--- src/rtl/div16x8.sv ---
// Sequential 16/8 restoring divider, one quotient bit per clock, signed or unsigned.
// Produces an 8-bit quotient, 8-bit remainder and an {N,Z,V,C} nibble for the CCR merge.
module div16x8 (
    input  logic        clk_in,
    input  logic        reset_n_in,
    input  logic        start_in,
    input  logic        signed_in,
    input  logic [15:0] dividend_in,
    input  logic [7:0]  divisor_in,
    output logic        busy_out,
    output logic        done_out,
    output logic        dz_out,
    output logic [7:0]  q_out,
    output logic [7:0]  r_out,
    output logic [3:0]  ccr_out
);

    typedef enum logic [1:0] {IDLE, ITER, FIX, DZ} state_t;

    state_t      state_reg;
    logic [15:0] dvd_reg;
    logic [7:0]  dvs_reg;
    logic [15:0] quo_reg;
    logic [7:0]  rem_reg;
    logic [3:0]  count_reg;
    logic        sign_q_reg;
    logic        sign_r_reg;
    logic        signed_reg;

    logic        dvd_neg;
    logic        dvs_neg;
    logic [15:0] dvd_mag;
    logic [7:0]  dvs_mag;
    logic [8:0]  rem_shift;
    logic        trial_ok;
    logic [7:0]  trial_diff;
    logic [7:0]  q_fix;
    logic [7:0]  r_fix;
    logic        ovf;

    assign dvd_neg = signed_in & dividend_in[15];
    assign dvs_neg = signed_in & divisor_in[7];
    // 0x8000 and 0x80 negate to themselves, which read as the correct unsigned magnitudes
    assign dvd_mag = dvd_neg ? (16'd0 - dividend_in) : dividend_in;
    assign dvs_mag = dvs_neg ? (8'd0 - divisor_in) : divisor_in;

    // The partial remainder is always below the divisor, so 8 stored bits suffice;
    // the transient ninth bit only exists in the shifted trial value.
    assign rem_shift  = {rem_reg, dvd_reg[15]};
    assign trial_ok   = (rem_shift >= {1'b0, dvs_reg});
    assign trial_diff = rem_shift[7:0] - dvs_reg;

    assign q_fix = sign_q_reg ? (8'd0 - quo_reg[7:0]) : quo_reg[7:0];
    assign r_fix = sign_r_reg ? (8'd0 - rem_reg) : rem_reg;

    always_comb begin
        ovf = 1'b0;
        if (signed_reg)
            ovf = sign_q_reg ? (quo_reg > 16'd128) : (quo_reg > 16'd127);
        else
            ovf = (quo_reg > 16'd255);
    end

    always_ff @(posedge clk_in or negedge reset_n_in) begin
        if (!reset_n_in) begin
            state_reg  <= IDLE;
            dvd_reg    <= '0;
            dvs_reg    <= '0;
            quo_reg    <= '0;
            rem_reg    <= '0;
            count_reg  <= '0;
            sign_q_reg <= 1'b0;
            sign_r_reg <= 1'b0;
            signed_reg <= 1'b0;
            busy_out   <= 1'b0;
            done_out   <= 1'b0;
            dz_out     <= 1'b0;
            q_out      <= '0;
            r_out      <= '0;
            ccr_out    <= '0;
        end else begin
            done_out <= 1'b0;
            case (state_reg)
                IDLE: begin
                    if (start_in) begin
                        dvd_reg    <= dvd_mag;
                        dvs_reg    <= dvs_mag;
                        sign_q_reg <= dvd_neg ^ dvs_neg;
                        sign_r_reg <= dvd_neg;
                        signed_reg <= signed_in;
                        quo_reg    <= '0;
                        rem_reg    <= '0;
                        count_reg  <= '0;
                        busy_out   <= 1'b1;
                        state_reg  <= (divisor_in == 8'd0) ? DZ : ITER;
                    end
                end
                ITER: begin
                    dvd_reg   <= {dvd_reg[14:0], 1'b0};
                    rem_reg   <= trial_ok ? trial_diff : rem_shift[7:0];
                    quo_reg   <= {quo_reg[14:0], trial_ok};
                    count_reg <= count_reg + 4'd1;
                    if (count_reg == 4'd15)
                        state_reg <= FIX;
                end
                FIX: begin
                    q_out     <= q_fix;
                    r_out     <= r_fix;
                    dz_out    <= 1'b0;
                    ccr_out   <= {q_fix[7], (q_fix == 8'd0), ovf, q_fix[0]};
                    done_out  <= 1'b1;
                    busy_out  <= 1'b0;
                    state_reg <= IDLE;
                end
                DZ: begin
                    dz_out    <= 1'b1;
                    done_out  <= 1'b1;
                    busy_out  <= 1'b0;
                    state_reg <= IDLE;
                end
                default: state_reg <= IDLE;
            endcase
        end
    end

endmodule

--- config.mk ---
export PLATFORM = sky130hd
export DESIGN_NAME = div16x8
export DESIGN_NICKNAME = d
export VERILOG_FILES = /design/src/rtl/div16x8.sv
export SDC_FILE = /design/constraint.sdc
export NUM_CORES = 1
export LEC_CHECK = 0
export CORE_ASPECT_RATIO = 1.5
export CORE_MARGIN = 2
export CORE_UTILIZATION = 45
export DETAILED_ROUTE_END_ITERATION = 8
export GPL_ROUTABILITY_DRIVEN = 0
export PLACE_DENSITY = 0.67
export SLEW_MARGIN = 30
export SYNTH_ARGS = -nofsm -noshare
export SYNTH_HDL_FRONTEND = slang
export SYNTH_SLANG_ARGS = --single-unit
--- constraint.sdc ---
create_clock -name clk_in -period 2.5 [get_ports clk_in]
set_input_delay 0.375 -clock clk_in [delete_from_list [all_inputs] [get_ports clk_in]]
set_output_delay 0.375 -clock clk_in [all_outputs]
set_load 0.05 [all_outputs]
Word-level counts from Yosys, hierarchy flattened --
Index checks and enable logic that the tools add are counted.
Cells by class: mux-type cells 23, reduce and logical (&&, ||, !) cells 11, equal/unequal tests 6, order comparisons 4, bitwise logic cells 3, $add $sub $neg 6
Operator list (number):
- one-hot mux 16 bit (2 select lines) | 2
- two-way mux 16 bit | 3
- two-way mux 8 bit | 5
- > comparator 16 x 8 -> 1 bit, second input constant | 2
- subtractor 1 x 8 -> 8 bit, first input constant | 3
- > comparator 16 x 7 -> 1 bit, second input constant | 1
- zero test 8 bit | 2
- one-hot mux 8 bit (2 select lines) | 1
- subtractor 1 x 16 -> 16 bit, first input constant | 1
- greater-or-equal comparator 9 x 8 -> 1 bit | 1
- one-hot mux 4 bit (2 select lines) | 1
- AND reduction 2 bit | 4
- subtractor 8 bit | 1
- two-way mux 2 bit | 3
- one-hot mux 2 bit (3 select lines) | 1
- nonzero test 2 bit | 3
- adder 4 x 1 -> 4 bit, second input constant | 1
- equality test 2 bit, second input constant | 2
- equality test 4 bit, second input constant | 1
- two-way mux 1 bit | 4
- two-way mux 4 bit | 1
- inequality test 2 bit, second input constant | 2
- one-hot mux 1 bit (2 select lines) | 2
- AND 1 bit | 2
- other kinds (4) | 4
Storage, ports and cells: logic and storage cells 68, output and inout port bits 23, register bits 80

Longest topological paths before layout --
depth after elaboration 4, depth in mapped cells 9

Worst setup path before layout --
No wires, ideal clock.
kind flip-flop to flip-flop, from register rem_reg[5], to register rem_reg[4], setup time 0.129 ns, data required time 2.371 ns, arrival time 1.707 ns, path buffers 1, stages on the path, launching flop included 8, setup slack 0.664 ns, cell sequence dfrtp_1 ha_1 a21oi_2 o221ai_1 a21oi_2 buf_4 mux2i_1 o21ai_1
Between the ends: word-level cells in the longest chain between the ends 3
Ends and longest elaborated chain:
- start, declared | RTL line 24 | logic [7:0] rem_reg;
- start signal, assigned | RTL line 100 | rem_reg <= trial_ok ? trial_diff : rem_shift[7:0];
- greater-or-equal comparator 9 x 8 -> 1 bit | RTL line 50 | assign trial_ok = (rem_shift >= {1'b0, dvs_reg});
- two-way mux 8 bit | RTL line 100
- one-hot mux 8 bit (2 select lines) | RTL line 83 | case (state_reg)
No other way between the ends. A chain may end at the register's enable or synchronous reset.

Final worst setup path --
from register rem_reg[4], to register rem_reg[3]
The elaborated chain is that of the path after synthesis.

==> summary.md <==
| Metric | Value |
|---|---|
| Number of max-cap violations | `0` |
| Routed WL | `8800 um` |
| Flops & latches, synth | `78` |
| Final slew viol count | `0` |
| Worst Hold Class | `input port to asynchronous set/reset pin` |
| Share of layout cells above drive strength 1 | `8.27%` |
| Placed insts | `592` |
| R2R Setup Slk | `approximately 0.44 ns` |
| Met2 Use GR | `34.0%` |
| Vias per cell | `5.59` |
| GRT Util Overall | `18.1%` |
| Via count | `3396` |
| CP top delay family | `simple AND/OR/NAND/NOR gates` |
| Layout Cells excl Fill | `608` |
| Post-synthesis sequential area ratio | `approximately 46%` |
| Global-route met3 utilization | `under 10%` |
| Tightest Pin Transition | `0.699 ns` |
| Resized Gates After CTS | `0` |
| Post-synth EDFFs | `0` |
| Gr ovfl total | `0` |
| First-pass GRT wire length | `around 15000 um` |
| Pwr Density | `1370 mW/mm^2` |
| Number of diodes | `0` |
| H-tree depth | `3` |
| Final Net Count | `between 500 and 600` |
| Cell taking the most area after synthesis | `dfrtp_1` |
| Clock Sinks | `between 70 and 80` |
| Row cnt | `43` |
| Synth cell types | `56` |
| Area Overhead vs Synth | `22.1%` |
| Initial DRC Count | `225` |
| CP bufs+invs | `1` |
| Post-synth top cells | `dfrtp_1 (78), nand2_1 (58), o21ai_0 (54)` |
| Worst hold slack | `0.0568 ns` |
| CTS tree | `yes` |
| Tmin final | `2.06 ns` |
| Reg2reg start | `rem_reg[4]` |
| Worst-path clk slew | `approximately 0.060 ns` |
| Largest cells by area after synthesis | `dfrtp_1 (46%), o21ai_0 (6.4%), nand2_1 (5.1%)` |
| Peak VDD IR | `roughly 0.74 mV` |
| Post-synth top area share | `between 40% and 50%` |
| Worst EP arrival | `between 2 and 2.5 ns` |
| GR Layer Usage met1 | `around a fifth` |
| Setup Total Neg Slack | `0 ns` |
| DP Wirelength | `6530 um` |
| Synth async-reset ratio | `100%` |
| Grt peak-use layer | `met2` |
| Drt wl/cell | `approximately 14 um` |
| Finished Cell Area | `about 0.0052 sq mm` |
| Clk_skew | `0.00901 ns` |
| Placed Area | `about 0.0048 sq mm` |
| Worst setup SP type | `register` |
| Die Area | `a little over 0.01 sq mm` |
| Die H | `123 um` |
| Initial antenna violation count | `0` |
| Crit Path Class | `register to register` |
| Clock root buffer | `clkbuf_16` |
| Count leader, synth | `dfrtp_1` |
| CP max stage delay | `0.46 ns` |
| Fin. Hold Viols | `0` |
| Final setup fails | `0` |
| Core Util, Final | `a little under three fifths` |
| Syn Area/Cell | `approximately 9.5 sq um` |
| Antenna-violating nets left | `0` |
| IO Pins | `just over 50` |
| Worst-case clock buffer depth | `2` |
| Max Fanout on Critical Path | `7` |
| Port Buf Inserts | `50` |
| R2R depth | `7` |
| CTS buffer count | `9` |
| Maximum number of pins on one net before global-route repair | `79` |
| Hold-fix buffer count after cts | `0` |
| Vias in the first global route | `3279` |
| Drt pass-1 iters | `5` |
| CP max-delay cell | `dfrtp_1` |
| Max-slew headroom | `53.4%` |
| DR DRC count | `0` |
| Yosys warns | `0` |
| Setup Buffers After CTS | `0` |
| Status | `completed` |
| Synth Flop Type | `dfrtp_1` |
| Fin crit share | `82.4%` |
| Die width | `between 80 and 90 um` |
| R2R Path End | `rem_reg[3]` |
| Core area | `around 0.009 sq mm` |
| Fmax | `0.486 GHz` |
| Mapped Area | `0.00423 sq mm` |
| Leak | `2.22 nW` |
| Cells along the critical path | `ha_1 -> nand3_1 -> o221ai_1 -> a21oi_2 -> buf_4 -> or3b_1 -> o21ai_1` |
| Fillers | `809` |
| Initial Util | `46.0%` |
| Syn nets | `490` |
| Latest clock arrival within the worst-skew pair | `0.34 ns` |
| RSZ-0062 raised after global routing | `false` |
| Worst Path Required | `2.75 ns` |
| Cells after Synth | `447` |
| CP endpoint kind | `register` |
## kinds of logic (layout without fill, tap and decap cells)
family,count (synthesis),in the layout,synth area share (%)
compound gates,132,132,20.1
xor+xnor,33,33,6.83
fa+ha+maj,15,15,4.61
buf+inv,45,94,4.31
flops,78,78,46.1
mux,11,11,2.81
simple gates,133,133,15.2
## report_power, final
group	total, mW	switching, mW	internal [mW]
clock network	1.39	0.498	0.897
logic	3.38	1.93	1.45
registers	2.30	0.496	1.81
## worst max path at each step
stage	end	depth (start not counted)	slack [ns]	start
after global routing	rem_reg[3]	7	0.26	rem_reg[4]
final	rem_reg[3]	7	0.44	rem_reg[4]
after CTS	rem_reg[6]	9	0.43	dvd_reg[15]
after floorplan	rem_reg[4]	7	0.66	rem_reg[5]
after detailed placement	dvd_reg[14]	6	0.37	dividend_in[9]
after global placement	dvd_reg[14]	6	0.42	dividend_in[9]
## cell type report
class | instances | area, sq um | share of cell area (%)
Clock buffer | 10 | 239 | 4.62
Tap cell | 112 | 140 | 2.71
Multi-Input combinational cell | 324 | 2110 | 40.7
Sequential cell | 78 | 1950 | 37.7
Timing Repair Buffer | 58 | 574 | 11.1
Clock inverter | 6 | 85.1 | 1.65
Inverter | 20 | 75.1 | 1.45
## routing by layer
metal | vias up | wire length, um | share of wire [%]
met5 | - | 0 | 0
met4 | 0 | 148 | 1.7
met3 | 10 | 330 | 3.8
met2 | 76 | 4820 | 55
met1 | 1635 | 3500 | 40
li1 | 1675 | - | -
## placed cells by master (no fill, tap or decap), types with 12 or more instances in the layout
cell and count:
a22o_1 12, nor2_1 21, ha_1 14, o21ai_0 54, nand2_1 58, clkdlybuf4s50_1 49, xor2_1 19, a21oi_1 13
xnor2_1 14, dfrtp_1 78, inv_1 20
## stage by stage
stage          total power [mW]  worst slack (ns)
6_report                   7.08             0.440
5_1_grt                    7.61             0.265
4_1_cts                    7.14             0.428
3_5_place_dp               5.71             0.374
3_3_place_gp               5.58             0.421
2_1_floorplan              4.78             0.664
Note: power is estimated with default switching activity, not from simulation.
